`src/rtl/uart_tx_fifo.sv`:
```
// uart_tx_fifo: byte FIFO drained by a UART serializer (8N1 frames).
// Define UART_PARITY_EN to add an even-parity bit after the data (8E1).
module uart_tx_fifo #(
    parameter int CLKS_PER_BIT = 868,
    parameter int FIFO_DEPTH   = 16
) (
    input  logic                        clk,
    input  logic                        rst,
    input  logic [7:0]                  wData,
    input  logic                        wEn,
    output logic                        fifoFull,
    output logic [$clog2(FIFO_DEPTH):0] fifoCount,
    output logic                        busy,
    output logic                        tx
);

    localparam int AW = $clog2(FIFO_DEPTH);
    localparam int CW = AW + 1;
    localparam int BW = $clog2(CLKS_PER_BIT);
    localparam logic [BW-1:0] BAUD_LAST = BW'(CLKS_PER_BIT - 1);
    localparam logic [CW-1:0] FULL_CNT  = CW'(FIFO_DEPTH);

`ifdef UART_PARITY_EN
    typedef enum logic [2:0] {
        S_IDLE, S_START, S_DATA, S_PARITY, S_STOP
    } state_t;
`else
    typedef enum logic [1:0] {
        S_IDLE, S_START, S_DATA, S_STOP
    } state_t;
`endif

    logic [7:0]    r_mem [FIFO_DEPTH];
    logic [AW-1:0] r_wr;
    logic [AW-1:0] r_rd;
    logic [CW-1:0] r_count;
    logic          r_full;

    state_t        r_state;
    logic [7:0]    r_shift;
    logic [BW-1:0] r_baud;
    logic [2:0]    r_bit;
    logic          r_tx;
    logic          r_busy;

    state_t        w_state_nxt;
    logic [7:0]    w_shift_nxt;
    logic [BW-1:0] w_baud_nxt;
    logic [2:0]    w_bit_nxt;
    logic          w_tx_nxt;
    logic          w_busy_nxt;
    logic          w_push;
    logic          w_pop;
    logic [CW-1:0] w_count_nxt;
    logic [7:0]    w_head;
    logic          w_last;

`ifdef UART_PARITY_EN
    logic          r_par;
    logic          w_par_nxt;
`endif

    // A push while full is dropped; fullness is the registered value.
    assign w_push = wEn && !r_full;
    assign w_head = r_mem[r_rd];
    assign w_last = (r_baud == BAUD_LAST);

    // Occupancy update; a push and a pop on the same edge cancel out.
    always_comb begin
        w_count_nxt = r_count;
        unique case ({w_push, w_pop})
            2'b10:   w_count_nxt = r_count + CW'(1);
            2'b01:   w_count_nxt = r_count - CW'(1);
            default: w_count_nxt = r_count;
        endcase
    end

    // Serializer next-state and registered-output values.
    always_comb begin
        w_state_nxt = r_state;
        w_shift_nxt = r_shift;
        w_baud_nxt  = r_baud;
        w_bit_nxt   = r_bit;
        w_tx_nxt    = r_tx;
        w_busy_nxt  = r_busy;
        w_pop       = 1'b0;
`ifdef UART_PARITY_EN
        w_par_nxt   = r_par;
`endif
        unique case (r_state)
            S_IDLE: begin
                w_tx_nxt   = 1'b1;
                w_busy_nxt = 1'b0;
                w_pop      = (r_count != '0);
            end
            S_START: begin
                if (w_last) begin
                    w_state_nxt = S_DATA;
                    w_baud_nxt  = '0;
                    w_bit_nxt   = 3'd0;
                    w_tx_nxt    = r_shift[0];
                end else begin
                    w_baud_nxt = r_baud + BW'(1);
                end
            end
            S_DATA: begin
                if (w_last) begin
                    w_baud_nxt = '0;
                    if (r_bit == 3'd7) begin
`ifdef UART_PARITY_EN
                        w_state_nxt = S_PARITY;
                        w_tx_nxt    = r_par;
`else
                        w_state_nxt = S_STOP;
                        w_tx_nxt    = 1'b1;
`endif
                    end else begin
                        w_bit_nxt   = r_bit + 3'd1;
                        w_shift_nxt = {1'b0, r_shift[7:1]};
                        w_tx_nxt    = r_shift[1];
                    end
                end else begin
                    w_baud_nxt = r_baud + BW'(1);
                end
            end
`ifdef UART_PARITY_EN
            S_PARITY: begin
                if (w_last) begin
                    w_state_nxt = S_STOP;
                    w_baud_nxt  = '0;
                    w_tx_nxt    = 1'b1;
                end else begin
                    w_baud_nxt = r_baud + BW'(1);
                end
            end
`endif
            S_STOP: begin
                if (w_last) begin
                    w_baud_nxt = '0;
                    if (r_count != '0) begin
                        w_pop = 1'b1;
                    end else begin
                        w_state_nxt = S_IDLE;
                        w_busy_nxt  = 1'b0;
                    end
                end else begin
                    w_baud_nxt = r_baud + BW'(1);
                end
            end
            default: begin
                w_state_nxt = S_IDLE;
                w_baud_nxt  = '0;
                w_tx_nxt    = 1'b1;
                w_busy_nxt  = 1'b0;
            end
        endcase
        // Popping the head always launches a new start bit.
        if (w_pop) begin
            w_shift_nxt = w_head;
            w_state_nxt = S_START;
            w_baud_nxt  = '0;
            w_tx_nxt    = 1'b0;
            w_busy_nxt  = 1'b1;
`ifdef UART_PARITY_EN
            w_par_nxt   = ^w_head;
`endif
        end
    end

    // FIFO storage; data is captured only on an accepted push.
    always_ff @(posedge clk) begin
        if (w_push) begin
            r_mem[r_wr] <= wData;
        end
    end

    // FIFO pointers and occupancy flags.
    always_ff @(posedge clk or posedge rst) begin
        if (rst) begin
            r_wr    <= '0;
            r_rd    <= '0;
            r_count <= '0;
            r_full  <= 1'b0;
        end else begin
            if (w_push) r_wr <= r_wr + AW'(1);
            if (w_pop)  r_rd <= r_rd + AW'(1);
            r_count <= w_count_nxt;
            r_full  <= (w_count_nxt == FULL_CNT);
        end
    end

    // Serializer state register and registered outputs.
    always_ff @(posedge clk or posedge rst) begin
        if (rst) begin
            r_state <= S_IDLE;
            r_shift <= '0;
            r_baud  <= '0;
            r_bit   <= '0;
            r_tx    <= 1'b1;
            r_busy  <= 1'b0;
`ifdef UART_PARITY_EN
            r_par   <= 1'b0;
`endif
        end else begin
            r_state <= w_state_nxt;
            r_shift <= w_shift_nxt;
            r_baud  <= w_baud_nxt;
            r_bit   <= w_bit_nxt;
            r_tx    <= w_tx_nxt;
            r_busy  <= w_busy_nxt;
`ifdef UART_PARITY_EN
            r_par   <= w_par_nxt;
`endif
        end
    end

    assign tx        = r_tx;
    assign busy      = r_busy;
    assign fifoFull  = r_full;
    assign fifoCount = r_count;

endmodule
```
`config.mk`:
```
export PLATFORM = sky130hd
export DESIGN_NAME = uart_tx_fifo
export DESIGN_NICKNAME = d
export VERILOG_FILES = /design/src/rtl/uart_tx_fifo.sv
export SDC_FILE = /design/constraint.sdc
export NUM_CORES = 1
export LEC_CHECK = 0
export ABC_CLOCK_PERIOD_IN_PS = 4250
export BUFFER_PORTS_ARGS = -buffer_cell sky130_fd_sc_hd__clkbuf_2
export CAP_MARGIN = 20
export CORE_UTILIZATION = 60
export CTS_CLUSTER_SIZE = 20
export DETAILED_ROUTE_END_ITERATION = 8
export PLACE_DENSITY = 0.77
export SLEW_MARGIN = 20
export SYNTH_ARGS = -nofsm -noshare
export SYNTH_HDL_FRONTEND = slang
export SYNTH_SLANG_ARGS = --single-unit
```
`constraint.sdc`:
```
create_clock -name clk -period 4.25 [get_ports clk]
set_clock_uncertainty 0.1 [all_clocks]
set_input_delay 0.2125 -clock clk [delete_from_list [all_inputs] [get_ports clk]]
set_output_delay 0.2125 -clock clk [all_outputs]
set_load 0.02 [all_outputs]
```
* Yosys cells after proc, flatten, opt, wreduce, memory -nomap -nowiden
Memory sizes are Yosys's and may differ from the RTL's. Cells that the tools add are included.
Storage, ports and cells: bits in registers 39, RAM bits 128, memories kept 1, logic and storage cells 84, input bits 11, output and inout port bits 8
Memories:
- r_mem | words 16, bits a word 8, read ports 1, clocked after Yosys merged registers in 0, write ports 1, RTL line 33 | logic [7:0] r_mem [FIFO_DEPTH];
Operators by class: reductions and logical operators 17, multiplexer cells 33, equality and inequality tests 17, $add $sub $neg 6
Operators with widths (count):
- two-way mux 8 bit | 4
- two-way mux 10 bit | 3
- != test 3 bit, second input constant | 5
- two-way mux 2 bit | 6
- two-way mux 1 bit | 11
- adder 10 x 1 -> 10 bit, second input constant | 1
- equality test 10 bit, second input constant | 1
- case mux 5 bit (2 select lines) | 1
- two-way mux 3 bit | 3
- AND reduction 3 bit | 3
- adder 4 x 1 -> 4 bit, second input constant | 2
- != test 2 bit, second input constant | 4
- nonzero test 2 bit | 4
- nonzero test 4 bit | 2
- equality test 2 bit, second input constant | 3
- case mux 2 bit (3 select lines) | 1
- case mux 3 bit (2 select lines) | 1
- AND reduction 6 bit | 1
- adder 5 x 1 -> 5 bit, second input constant | 1
- equality test 5 bit, second input constant | 1
- nonzero test 5 bit | 1
- subtractor 5 x 1 -> 5 bit, second input constant | 1
- equality test 2 x 1 -> 1 bit, second input constant | 2
- case mux 1 bit (2 select lines) | 2
- 9 further kinds | 9

* Logic depth before layout (Yosys ltp)
depth after elaboration 7, depth in mapped cells 14, gate-level depth less buffers 12

* Worst setup path after synthesis
OpenSTA, ideal clock, no wires.
path kind reg2reg, from reg r_state[0], to reg r_full (netlist: fifoFull), buffers on the path 2, cell stages (with the launch flop) 15, data arrival time 2.981 ns, slack 1.041 ns, required time 4.023 ns, library setup time 0.127 ns, period minus slack after synthesis 3.209 ns, path through dfrtp_1 -> inv_1 -> ha_1 -> a21o_1 -> a21oi_2 -> buf_2 -> ha_1 -> buf_2 -> xor2_1 -> ha_1 -> a21o_1 -> a22o_1 -> a211oi_1 -> and3b_1 -> nor4bb_1
Between the ends: longest elaborated chain between the ends 5, elaborated cells between the ends (all ways) 7
Ends and longest elaborated chain:
- start, declared | RTL line 39 | state_t r_state;
- start signal, assigned | RTL line 205 | r_state <= w_state_nxt;
- equality test 2 bit or logical NOT 2 bit (tied branches) | RTL line 90 | unique case (r_state)
- case mux 1 bit (2 select lines) * | RTL line 90
- equality test 2 x 1 -> 1 bit or equality test 2 bit (tied branches) | RTL line 71 | unique case ({w_push, w_pop})
- case mux 5 bit (2 select lines) * | RTL line 71
- via w_count_nxt[4] | RTL line 54 | logic [CW-1:0] w_count_nxt;
- equality test 5 bit * | RTL line 188 | r_full <= (w_count_nxt == FULL_CNT);
- end signal, assigned | RTL line 188
- end, declared | RTL line 37 | logic r_full;
Mark *: on every way through the listed nets, which the timed path passes. The rest lies on a longest branch. A chain may end at the register's enable or synchronous reset.

* Final worst setup path
Ends and elaborated chain as after synthesis.

==> flow_metrics.py <==
metrics = {
    "cells_and_area": {
        "multi_input_area_um2": 2340,
        "layout_common_cells": "128 x edfxtp_1, 37 x dfrtp_1, 22 x nand2_1",
        "drive_above_1_share": 0.189,
        "instances_no_fill": 622,
        "areaGrowthSynthToFinish_pct": 11.0,
        "seq_area_um2": 4820,
        "mostFrequentLayoutCell": "edfxtp_1",
        "diodes": 0,
        "stdcell_area_um2": 8140,
        "fillers": 742,
        "nets": 489,
    },
    "routing": {
        "wl_per_cell_um": 21.9,
        "drt_pass1_iterations": 5,
        "drc": 0,
        "vias_per_cell": 6.18,
        "via_count": 3841,
        "first_iter_violations": 383,
        "wl_um": 13600,
        "ant_nets": 0,
    },
    "power_and_ir_drop": {
        "power_density_nw_per_um2": 684,
        "p_leak_nw": 3.05,
        "ir_drop_mv": 0.413,
        "power.total_mw": 5.57,
    },
    "placement": {
        "post-dp-hpwl_um": 8340,
        "pre_cts_slack_ns": 0.944,
        "dp_cells": 589,
        "portBuffers": 18,
        "place_area_um2": 7510,
        "finalWeightedCongestion": 0.859,
    },
    "status": {
        "status": "finished clean",
    },
    "worst_hold_path": {
        "holdCritPathClass": "in2reg",
        "whs_path_depth": 1,
    },
    "critical_path": {
        "cp-start-kind": "flip-flop",
        "worstPathArrival_ns": 3.58,
        "worst-path-max-fanout": 13,
        "criticalPathCategory": "reg2reg",
        "critPathCaptureType": "flip-flop",
        "rrSetupSlack_ns": 0.85,
        "cp.required_ns": 4.44,
        "rr_worst_depth": 12,
    },
    "sta": {
        "setup_viol_count_final": 0,
        "fin_crit_sh": 0.799,
        "timing.final.ws_setup_ns": 0.854,
        "drv_slew": 0,
        "rsz0062_at_grt": "false",
        "fmax_mhz": 294,
        "hold_violations": 0,
        "min_period_ns": 3.40,
        "final.setup.tns_ns": 0,
        "slew_headroom": 0.300,
        "worst_slew_pin_slew_ns": 1.05,
    },
    "die": {
        "rows": 40,
        "die_w_um": 113,
        "dieArea_um2": 12700,
        "initial_core_util": 0.613,
        "core_area_um2": 12000,
        "io_pins": 19,
        "chipHeight_um": 113,
    },
    "grt": {
        "gr-total-overflow": 0,
        "antenna_found_initial": 0,
        "grt_usage": 0.232,
        "grt_pass1_wl_um": 21000,
        "grt_max_degree": 40,
        "grt_pass1_vias": 3805,
    },
    "clock_network": {
        "cts-root-buf": "clkbuf_16",
        "cts_max_level": 4,
        "clock_latency_ns": 0.41,
        "cts.clk_slew.worst_paths_ns": 0.06,
        "clock_path_buffers": 2,
        "ctsResizeCount": 0,
        "cts_tree": "done",
        "clock_sinks": 167,
        "numCtsBuffers": 17,
    },
    "synthesis": {
        "syn-instance-count": 438,
        "ys_seq_elements": 167,
        "synth_cell_types": 53,
        "synthFlopType": "edfxtp_1",
        "synth_edf_count": 128,
        "synthArstFlopShare": 0.234,
        "yosysWarnings": 0,
        "syn_area_um2": 7340,
        "syn_avg_cell_area_um2": 16.8,
        "synth_nets": 465,
        "seq_area_frac_synth": 0.657,
    },
    "run": {
        "drv_cap": 0,
    },
}
[worst paths after layout]
| check | start | endpoint |
|---|---|---|
| max in group asynchronous | rst | r_rd[0] |
| max reg2reg | r_state[0] | fifoFull |
| max | r_state[0] | fifoFull |
| min | wData[7] | r_mem[5][7] |
| min reg2reg | r_bit[2] | r_bit[2] |
| min in group asynchronous | rst | fifoCount[2] |
[routing by layer]
layer	wire, um	track usage
met4	247	0.0889
met3	559	0.0508
met2	6710	0.367
met5	0	0
met1	6100	0.321
[metrics by stage]
stage	hold slack [ns]	util
finish	0.108	0.681
global placement	0.231	0.628
floorplan	0.211	-
CTS	0.0916	0.681
global route	0.118	0.681
detailed placement	0.249	0.628
[cells by family (layout without fill, tap and decap cells)]
kind of cell	Yosys count	count (layout)	synth area share
buffers and inverters	30	67	0.0240
XOR/XNOR	18	18	0.0215
multiplexers	56	56	0.145
AO/OA/AOI/OAI	60	60	0.0595
adder cells (fa/ha/maj)	16	16	0.0273
flip-flops	167	167	0.657
AND/OR/NAND/NOR	91	91	0.0657
[report_power, final]
part | switching (mW) | internal (mW) | total [mW]
combinational | 0.810 | 0.773 | 1.58
clock | 0.632 | 0.968 | 1.60
sequential | 0.353 | 2.04 | 2.39
[sequential cells by signal, summed over array words and instances (netlist names), 2 cells and up]
| register | count |
|---|---|
| r_mem | 128 |
| r_rd | 4 |
| r_shift | 8 |
| r_bit | 3 |
| r_state | 2 |
| fifoCount | 5 |
| r_wr | 4 |
| r_baud | 10 |
[timing repair]
action	CTS	global route
hold buffers	1	0
setup buffers	0	0
endpoints found under the hold margin	38	0
[cell usage after synthesis (all sizes together), types with 2 or more instances]
library cell / n / share of area
a22o: 2 / 0.0024
ha: 16 / 0.027
nand2: 23 / 0.012
a21oi: 8 / 0.0060
mux2i: 14 / 0.019
nand4: 4 / 0.0043
dfrtp: 38 / 0.13
nor3b: 2 / 0.0020
edfxtp: 128 / 0.52
o2111ai: 3 / 0.0036
nor2: 17 / 0.0087
a22oi: 4 / 0.0041
xor2: 8 / 0.0096
mux2: 9 / 0.014
a211oi: 3 / 0.0031
nor2b: 8 / 0.0068
or2: 2 / 0.0017
clkbuf: 5 / 0.0026
nor3: 5 / 0.0034
and3: 3 / 0.0026
buf: 13 / 0.015
o211ai: 8 / 0.013
nand3: 4 / 0.0027
a31o: 2 / 0.0024
and2: 18 / 0.015
inv: 12 / 0.0061
o21ai: 19 / 0.013
xnor2: 10 / 0.012
mux4: 33 / 0.11
a21o: 3 / 0.0031
[layout make-up]
type                            count  share of cell area
Sequential cell                   167               0.592
Multi-Input combinational cell    241               0.287
Clock buffer                       20              0.0561
Tap cell                          147              0.0226
Clock inverter                     12              0.0201
Timing Repair Buffer               23              0.0160
Inverter                           12             0.00553
[critical path: stages, from the launching register on]
cell and delay [ns]:
dfrtp_1 0.40, inv_1 0.14, ha_1 0.43, inv_1 0.24, a21oi_2 0.21, ha_1 0.38, xor2_1 0.12, ha_1 0.24
a21o_1 0.19, a22o_1 0.23, a211oi_1 0.22, and3b_1 0.21, nor4bb_1 0.14
Power figures use the tool's default switching activity.
